==> src/rtl/square_unit.sv <==
// Iterative integer squarer: accumulates the odd series 1+3+5+... root times.
// One request in flight at a time; result held on square_o between requests.
module square_unit #(
  parameter int unsigned ROOT_WIDTH = 8
) (
  input  logic                      clk,
  input  logic                      rst,
  input  logic [ROOT_WIDTH-1:0]     root_i,
  input  logic                      start_i,
  output logic [2*ROOT_WIDTH-1:0]   square_o,
  output logic                      ready_o,
  output logic                      busy_o
);

  localparam int unsigned SQ_W  = 2 * ROOT_WIDTH;
  localparam int unsigned ODD_W = ROOT_WIDTH + 1;

  typedef enum logic [1:0] {
    ST_IDLE = 2'd0,
    ST_CALC = 2'd1,
    ST_DONE = 2'd2
  } state_e;

  state_e                  state_q, state_d;
  logic [SQ_W-1:0]         acc_q, acc_d;
  logic [ODD_W-1:0]        odd_q, odd_d;
  logic [ROOT_WIDTH-1:0]   cnt_q, cnt_d;
  logic [SQ_W-1:0]         square_q, square_d;
  logic                    ready_q, ready_d;
  logic [SQ_W-1:0]         acc_next;

  // State and datapath registers
  always_ff @(posedge clk) begin
    if (rst) begin
      state_q  <= ST_IDLE;
      acc_q    <= '0;
      odd_q    <= ODD_W'(1);
      cnt_q    <= '0;
      square_q <= '0;
      ready_q  <= 1'b0;
    end else begin
      state_q  <= state_d;
      acc_q    <= acc_d;
      odd_q    <= odd_d;
      cnt_q    <= cnt_d;
      square_q <= square_d;
      ready_q  <= ready_d;
    end
  end

  assign acc_next = acc_q + SQ_W'(odd_q);

  // Next state; square_o and ready_o are loaded on the edge that enters DONE
  always_comb begin
    state_d  = state_q;
    acc_d    = acc_q;
    odd_d    = odd_q;
    cnt_d    = cnt_q;
    square_d = square_q;
    ready_d  = 1'b0;

    case (state_q)
      ST_IDLE: begin
        if (start_i) begin
          cnt_d = root_i;
          acc_d = '0;
          odd_d = ODD_W'(1);
          if (root_i == '0) begin
            state_d  = ST_DONE;
            square_d = '0;
            ready_d  = 1'b1;
          end else begin
            state_d = ST_CALC;
          end
        end
      end
      ST_CALC: begin
        acc_d = acc_next;
        odd_d = odd_q + ODD_W'(2);
        cnt_d = cnt_q - ROOT_WIDTH'(1);
        if (cnt_q == ROOT_WIDTH'(1)) begin
          state_d  = ST_DONE;
          square_d = acc_next;
          ready_d  = 1'b1;
        end
      end
      ST_DONE: begin
        state_d = ST_IDLE;
      end
      default: begin
        state_d = ST_IDLE;
      end
    endcase
  end

  assign square_o = square_q;
  assign ready_o  = ready_q;
  assign busy_o   = (state_q != ST_IDLE);

endmodule

==> config.mk <==
export PLATFORM = sky130hd
export DESIGN_NAME = square_unit
export DESIGN_NICKNAME = d
export VERILOG_FILES = /design/src/rtl/square_unit.sv
export SDC_FILE = /design/constraint.sdc
export NUM_CORES = 1
export LEC_CHECK = 0
export CAP_MARGIN = 20
export CORE_MARGIN = 2
export CORE_UTILIZATION = 30
export DETAILED_ROUTE_END_ITERATION = 12
export SLEW_MARGIN = 40
export SYNTH_ARGS = -nofsm -noshare
export SYNTH_HDL_FRONTEND = slang
export SYNTH_SLANG_ARGS = --single-unit
export TNS_END_PERCENT = 100
==> constraint.sdc <==
create_clock -name clk -period 2.3 [get_ports clk]
set_input_delay 0.46 -clock clk [delete_from_list [all_inputs] [get_ports clk]]
set_output_delay 0.46 -clock clk [all_outputs]
set_load 0.01 [all_outputs]
==> results.ini, run 1 <==
[timing]
slew_headroom_pct=57.5
min_period_ns=2.12
drv_slew=0
rsz0062_at_grt=false
clock_skew_ns=0.00825
setup_ws_ns=0.184
finalSetupViolations=0
worst_slew_pin_slew_ns=0.638
max_freq_ghz=0.473
period_share_pct=92.0
fin_tns_setup_ns=0
final-hold-violation-count=0

[die]
initial_core_util_pct=31.1
dieWidth_microns=99.6
io-pin-count=29
fp-row-count=34
die_y_microns=99.6
core_area_sq_mm=0.00881
die_area_sq_mm=0.00991

[clock_network]
clk_pin_slew_ns=0.10
clkSinkCount=52
clkLatencyLatePin_ns=0.31
cts_root_buf=clkbuf_8
cts_tree=yes
cts-buffers-inserted=5
htreeDepth=2
cts_buffer_depth=2
ctsHoldBuffers=0

[synthesis]
yosysMostFrequentCell=dfxtp_1
synth_top_cell_area_share_pct=38.0
synthCells=338
synthesis.nets=362
async_flop_share_pct=0
synth_top_area_cell=dfxtp_1
yosysUniqueCellTypes=53
syn_area_sq_mm=0.00274
synth_common_cells=dfxtp_1 (52), nor2_1 (44), nand2_1 (40), a21oi_1 (33), ha_1 (12)
syn_avg_cell_area_sq_um=8.10
synth_edf_count=0
synth_ff_type=dfxtp_1
yosysWarnings=0
synth_seq_cells=52
yosysSeqAreaShare_pct=38.0
ys_top_cells_by_area=dfxtp_1 (38%), a21oi_1 (6.0%), nor2_1 (6.0%)

[cells_and_area]
nNetsFinal=393
drive_above_1_share_pct=11.6
finalNonFillerCells=478
n_fill_cell=903
diodes=0
postLayoutCellArea_sq_mm=0.00333
syn2layout_area_growth_pct=21.6

[global_route]
antenna_found_initial=0
grt_usage_pct=14.1
grt_max_degree=27
grt-ovfl-total=0
grt_pass1_vias=2400
grt_pass1_wl_mm=11.5

[setup_path]
cp.required_ns=2.55
cpMaxStageDelayCell=dfxtp_2
r2r_slack_ns=0.18
cp_data_arrival_time_ns=2.36
cp_top_family=simple AND/OR/NAND/NOR gates
cp_slowest_stage_delay_ns=0.35
critical_path.cell_chain=ha_2 -> inv_1 -> fa_2 -> nand2b_4 -> a21oi_4 -> a21oi_4 -> nand3b_1 -> or3_1 -> a31oi_1
worst-path-buf-inv=1
setup.worst_path.start_class=flop
crit_path_max_fanout=6
critPathKind=flop to flop
crit_path_frequent_cell=a21oi_4
end_kind=flop

[outcome]
status=finished clean

[placement]
portBuffers=28
dp_hpwl_mm=4.75
place_area_sq_mm=0.00318
pre_cts_ws_ns=0.00582
gp_congestion=0.774
dp_cells=468

[power]
ir_drop_mv=0.244
pwr_density_cell_mw_per_mm2=568
p_leak_nw=1.21

[detailed_routing]
vias_per_cell=5.19
ant_nets=0
post_drt_wl_per_cell_microns=14.0
vias=2482
dr.first_iter.drc_count=88
drc=0
routed_wl_mm=6.68
firstDrtPassIters=4

[worst_hold_path]
hold_path_class=flop to flop

[run]
cap_violations=0

-- per-layer routing --
| metal | wire length, microns | GRT usage (%) | vias to the layer above | share of wire, % |
|---|---|---|---|---|
| li1 | - | - | 1279 | - |
| met1 | 3370 | 18.8 | 1161 | 50 |
| met2 | 3040 | 23.5 | 33 | 45 |
| met3 | 181 | 2.81 | 9 | 2.7 |
| met4 | 90 | 3.69 | 0 | 1.3 |
| met5 | 0 | 0 | - | 0 |
-- where the power goes --
group          total [W]  internal (W)  switching [W]
clock           0.000570      0.000247       0.000323
combinational   0.000353      0.000146       0.000207
sequential      0.000969      0.000932      0.0000371
total            0.00189       0.00133       0.000567
-- kinds of logic (layout without fill, tap and decap cells) --
family                   Yosys count  in the layout  synth area share (%)
AO/OA/AOI/OAI                     95             95                  23.4
XOR/XNOR                          13             13                  4.16
adder cells (fa/ha/maj)           13             13                  6.21
buffers and inverters             27             59                  4.02
flip-flops                        52             52                  38.0
multiplexers                       2              2                 0.731
AND/OR/NAND/NOR                  136            136                  23.4
-- cell type report --
class | count | area [sq um] | area share [%]
clock buffer | 6 | 82.6 | 2.48
clock inverter | 2 | 13.8 | 0.413
inverter | 9 | 33.8 | 1.01
multi-input combinational | 259 | 1630 | 48.9
sequential | 52 | 1040 | 31.3
tap | 108 | 135 | 4.06
timing repair buffer | 42 | 393 | 11.8
-- state kept, by name, summed over array words and instances (netlist names) --
name      flops
acc_q        16
cnt_q         8
ready_o       1
square_o     16
state_q       2
odd_q         9
-- worst paths after layout --
kind,start,to,cells past startpoint
min,square_o[4]$_SDFFE_PP0P_,square_o[4]$_SDFFE_PP0P_,2
min reg2reg,square_o[4]$_SDFFE_PP0P_,square_o[4]$_SDFFE_PP0P_,2
max,acc_q[0]$_SDFFE_PP0P_,acc_q[12]$_SDFFE_PP0P_,9
max reg2reg,acc_q[0]$_SDFFE_PP0P_,acc_q[12]$_SDFFE_PP0P_,9
-- placed cells by master, fill, tap and decap left out, types with 5 or more instances in the layout --
cell type / netlist / routed
nand3b_1: 6 / 6
inv_1: 9 / 9
a21oi_1: 33 / 33
nand2_1: 40 / 40
clkdlybuf4s50_1: 0 / 27
clkbuf_8: 0 / 6
dfxtp_1: 52 / 50
ha_1: 12 / 11
buf_4: 0 / 13
a211oi_1: 6 / 6
xnor2_1: 9 / 9
a311oi_1: 5 / 5
nor2_1: 44 / 44
o21ai_0: 9 / 9
nand3_1: 10 / 10
a22oi_1: 8 / 8
a31oi_1: 7 / 7
nor3_1: 9 / 9
-- per-stage QoR --
stage               hold WS, ns  util, %  total power, W
floorplan                 0.420        -         0.00122
global placement          0.443     36.1         0.00134
detailed placement        0.445     36.1         0.00134
CTS                       0.464     37.3         0.00191
global route              0.496     37.8         0.00199
finish                    0.460     37.8         0.00189
-- timing repair --
item | CTS | global route
buffers inserted | 1 | 1
gates resized for setup | 0 | 8
hold endpoints to repair | 0 | 0
pin swaps | 1 | 1
endpoints found under the setup margin | 1 | 6
-- tightest hold or removal path, delay by kind of cell, from the launching register on --
kind | cells | cell delay, ns
flip-flops | 1 | 0.32
AO/OA/AOI/OAI | 1 | 0.05
AND/OR/NAND/NOR | 1 | 0.05
No activity file was read; power rests on OpenSTA's default activity.
==> inputs of run 2 (changes only) <==
--- a/config.mk
+++ b/config.mk
@@ -7,8 +7,9 @@
 export LEC_CHECK = 0
 export CAP_MARGIN = 20
 export CORE_MARGIN = 2
-export CORE_UTILIZATION = 30
+export CORE_UTILIZATION = 35
 export DETAILED_ROUTE_END_ITERATION = 12
+export RECOVER_POWER = 50
 export SLEW_MARGIN = 40
 export SYNTH_ARGS = -nofsm -noshare
 export SYNTH_HDL_FRONTEND = slang
==> run 2 against run 1 <==
Effect of this change:
- die area shrank 14%
- register-to-register slack worse by 0.09 ns
- clock-buffer cell count fell by 1
- global-route usage is 2.1 points higher
- routed wire length increased by 0.13%
- worst setup slack worse by 0.094 ns
- design area is 1.8% lower
- via count fell by 0.81%
- fmax down 4.3%
- sequential power shrank 0.4%
- total power shrank 1.0%
- largest power group unchanged
==> results.ini, run 2 (synthesized netlist as in run 1, its figures left out) <==
[cells_and_area]
diodes=0  ; unchanged
ff_latch_area_sq_mm=0.00104  ; -0.24%
finalNonFillerCells=471  ; -1.5%
final_cell_mix=dfxtp_1 (52), nor2_1 (44), nand2_1 (40), a21oi_1 (33), dlygate4sd3_1 (18)
multiInputGateArea_sq_mm=0.00161  ; -1.3%
n_fill_cell=766  ; -15%
drive_above_1_share_pct=10.0  ; -1.6 points
nNetsFinal=392  ; -0.25%
syn2layout_area_growth_pct=19.4
final_common_cell=dfxtp_1

[global_route]
grt_usage_pct=16.3  ; +2.1 points
grt_pass1_wl_mm=11.3  ; -1.5%
grt_pass1_vias=2355  ; -1.9%
antenna_found_initial=0  ; unchanged
grt_max_degree=27  ; unchanged
grt-ovfl-total=0  ; unchanged

[clock_network]
cts_root_buf=clkbuf_8
htreeDepth=2  ; unchanged
cts-buffers-inserted=5  ; unchanged
clkLatencyLatePin_ns=0.31  ; about the same
clkSinkCount=52  ; unchanged
ctsHoldBuffers=0  ; unchanged
clk_pin_slew_ns=0.11  ; about the same
cts_buffer_depth=2  ; unchanged
cts_tree=yes

[detailed_routing]
vias=2462  ; -0.81%
post_drt_wl_per_cell_microns=14.2  ; +1.6%
drc=0  ; unchanged
ant_nets=0  ; unchanged
firstDrtPassIters=4  ; unchanged
dr.first_iter.drc_count=111  ; +26%
vias_per_cell=5.23  ; +0.67%
routed_wl_mm=6.69  ; +0.13%

[die]
dieWidth_microns=92.5  ; -7.1%
die_y_microns=92.5  ; -7.1%
io-pin-count=29  ; unchanged
die_area_sq_mm=0.00855  ; -14%
core_area_sq_mm=0.00765  ; -13%
fp-row-count=32  ; -5.9%
initial_core_util_pct=35.8  ; +4.7 points

[setup_path]
cpMaxStageDelayCell=fa_2
cp_data_arrival_time_ns=2.45  ; +0.09 ns
cp.required_ns=2.54  ; about the same
critical_path.cell_chain=ha_1 -> inv_1 -> fa_2 -> nand2b_4 -> a21oi_4 -> a21oi_2 -> nand3b_1 -> or3_1 -> a31oi_1
end_kind=flop
critPathKind=flop to flop
crit_path_max_fanout=6  ; unchanged
cp_slowest_stage_delay_ns=0.36  ; about the same
setup.worst_path.start_class=flop

[power]
p_clk_share_pct=29.6  ; -0.5 points
p_leak_nw=1.25  ; +2.9%
seqPwrFrac_pct=51.6  ; +0.4 points
ir_drop_mv=0.336  ; +38%
switching_share_pct=30.9  ; +0.94 points
pwr_density_cell_mw_per_mm2=573  ; +0.83%
p_int_w=0.00129  ; -2.4%
comb_power_share_pct=18.9  ; +0.2 points
switchingPower_w=0.000579  ; +2.1%

[placement]
dp_hpwl_mm=4.73  ; -0.40%
pre_cts_ws_ns=-0.0129  ; -0.0187 ns
dp_cells=462  ; -1.3%
gp_congestion=0.797  ; +2.9%
portBuffers=28  ; unchanged

[timing]
finalSetupViolations=0  ; unchanged
min_period_ns=2.21  ; +0.0942 ns
max_freq_ghz=0.452  ; -4.3%
clock_skew_ns=0.00905  ; +0.000802 ns
final-hold-violation-count=0  ; unchanged
drv_slew=0  ; unchanged
period_share_pct=96.1  ; +4.1 points
worst_slew_pin_slew_ns=0.711  ; +0.0735 ns
slew_headroom_pct=52.6  ; -4.9 points
setup_ws_ns=0.0900  ; -0.0942 ns
fin_tns_setup_ns=0  ; unchanged

[worst_hold_path]
hold_path_class=flop to flop

[run]
cap_violations=0  ; unchanged

[outcome]
status=finished clean

-- run 2: changes by cell type in the layout (fill, tap and decap cells not counted), sizes merged --
cell           before  now
buf                15   11
clkbuf              6    8
clkdlybuf4s50      27    9
clkinvlp            0    1
dlygate4sd3         0   18
-- run 2: layout make-up --
class / count / area share, %
Tap cell: 102 / 3.90
Clock buffer: 5 / 2.10
Timing Repair Buffer: 41 / 11.1
Multi-Input combinational cell: 259 / 49.2
Sequential cell: 52 / 31.8
Inverter: 9 / 1.03
Clock inverter: 3 / 0.842
-- run 2: layer usage --
| layer | wire (microns) | vias to the layer above | GRT usage (%) |
|---|---|---|---|
| li1 | - | 1264 | - |
| met1 | 3410 | 1148 | 22.3 |
| met2 | 3020 | 44 | 26.3 |
| met3 | 171 | 6 | 2.44 |
| met4 | 93 | 0 | 5.35 |
| met5 | 0 | - | 0 |
-- run 2: power by group through the flow --
stage / registers [W] / logic [W] / clock network [W]
after floorplan: 0.000978 / 0.000239 / 0
after global placement: 0.000986 / 0.000351 / 0
after detailed placement: 0.000986 / 0.000354 / 0
after CTS: 0.000965 / 0.000358 / 0.000583
after global routing: 0.000971 / 0.000397 / 0.000607
final: 0.000965 / 0.000354 / 0.000553
-- run 2: path summary, 6_finish.rpt --
path         slack (ns)                startpoint                       end  depth (start not counted)
min reg2reg        0.45  square_o[4]$_SDFFE_PP0P_  square_o[4]$_SDFFE_PP0P_                          2
min                0.45  square_o[4]$_SDFFE_PP0P_  square_o[4]$_SDFFE_PP0P_                          2
max reg2reg        0.09     acc_q[0]$_SDFFE_PP0P_    acc_q[12]$_SDFFE_PP0P_                          9
max                0.09     acc_q[0]$_SDFFE_PP0P_    acc_q[12]$_SDFFE_PP0P_                          9
-- run 2: timing repair --
item | in CTS | in global routing
setup buffers | 1 | 0
pin swaps | 1 | 0
gates resized for setup | 1 | 2
endpoints found under the setup margin | 1 | 4
-- run 2: worst max-delay path, delay by kind of cell (launching register included) --
family          cells  cell delay [ns]
buf+inv             1             0.07
fa+ha+maj           2             0.55
compound gates      3             0.45
flops               1             0.35
simple gates        3             0.73
-- run 2: stage by stage --
step	util (%)	total power, W	cell area, sq um	hold WS [ns]
after global routing	42.8	0.00197	3270	0.472
final	42.8	0.00187	3270	0.455
after CTS	42.8	0.00191	3270	0.462
after detailed placement	41.3	0.00134	3160	0.441
after global placement	41.3	0.00134	3160	0.438
after floorplan	-	0.00122	2740	0.420
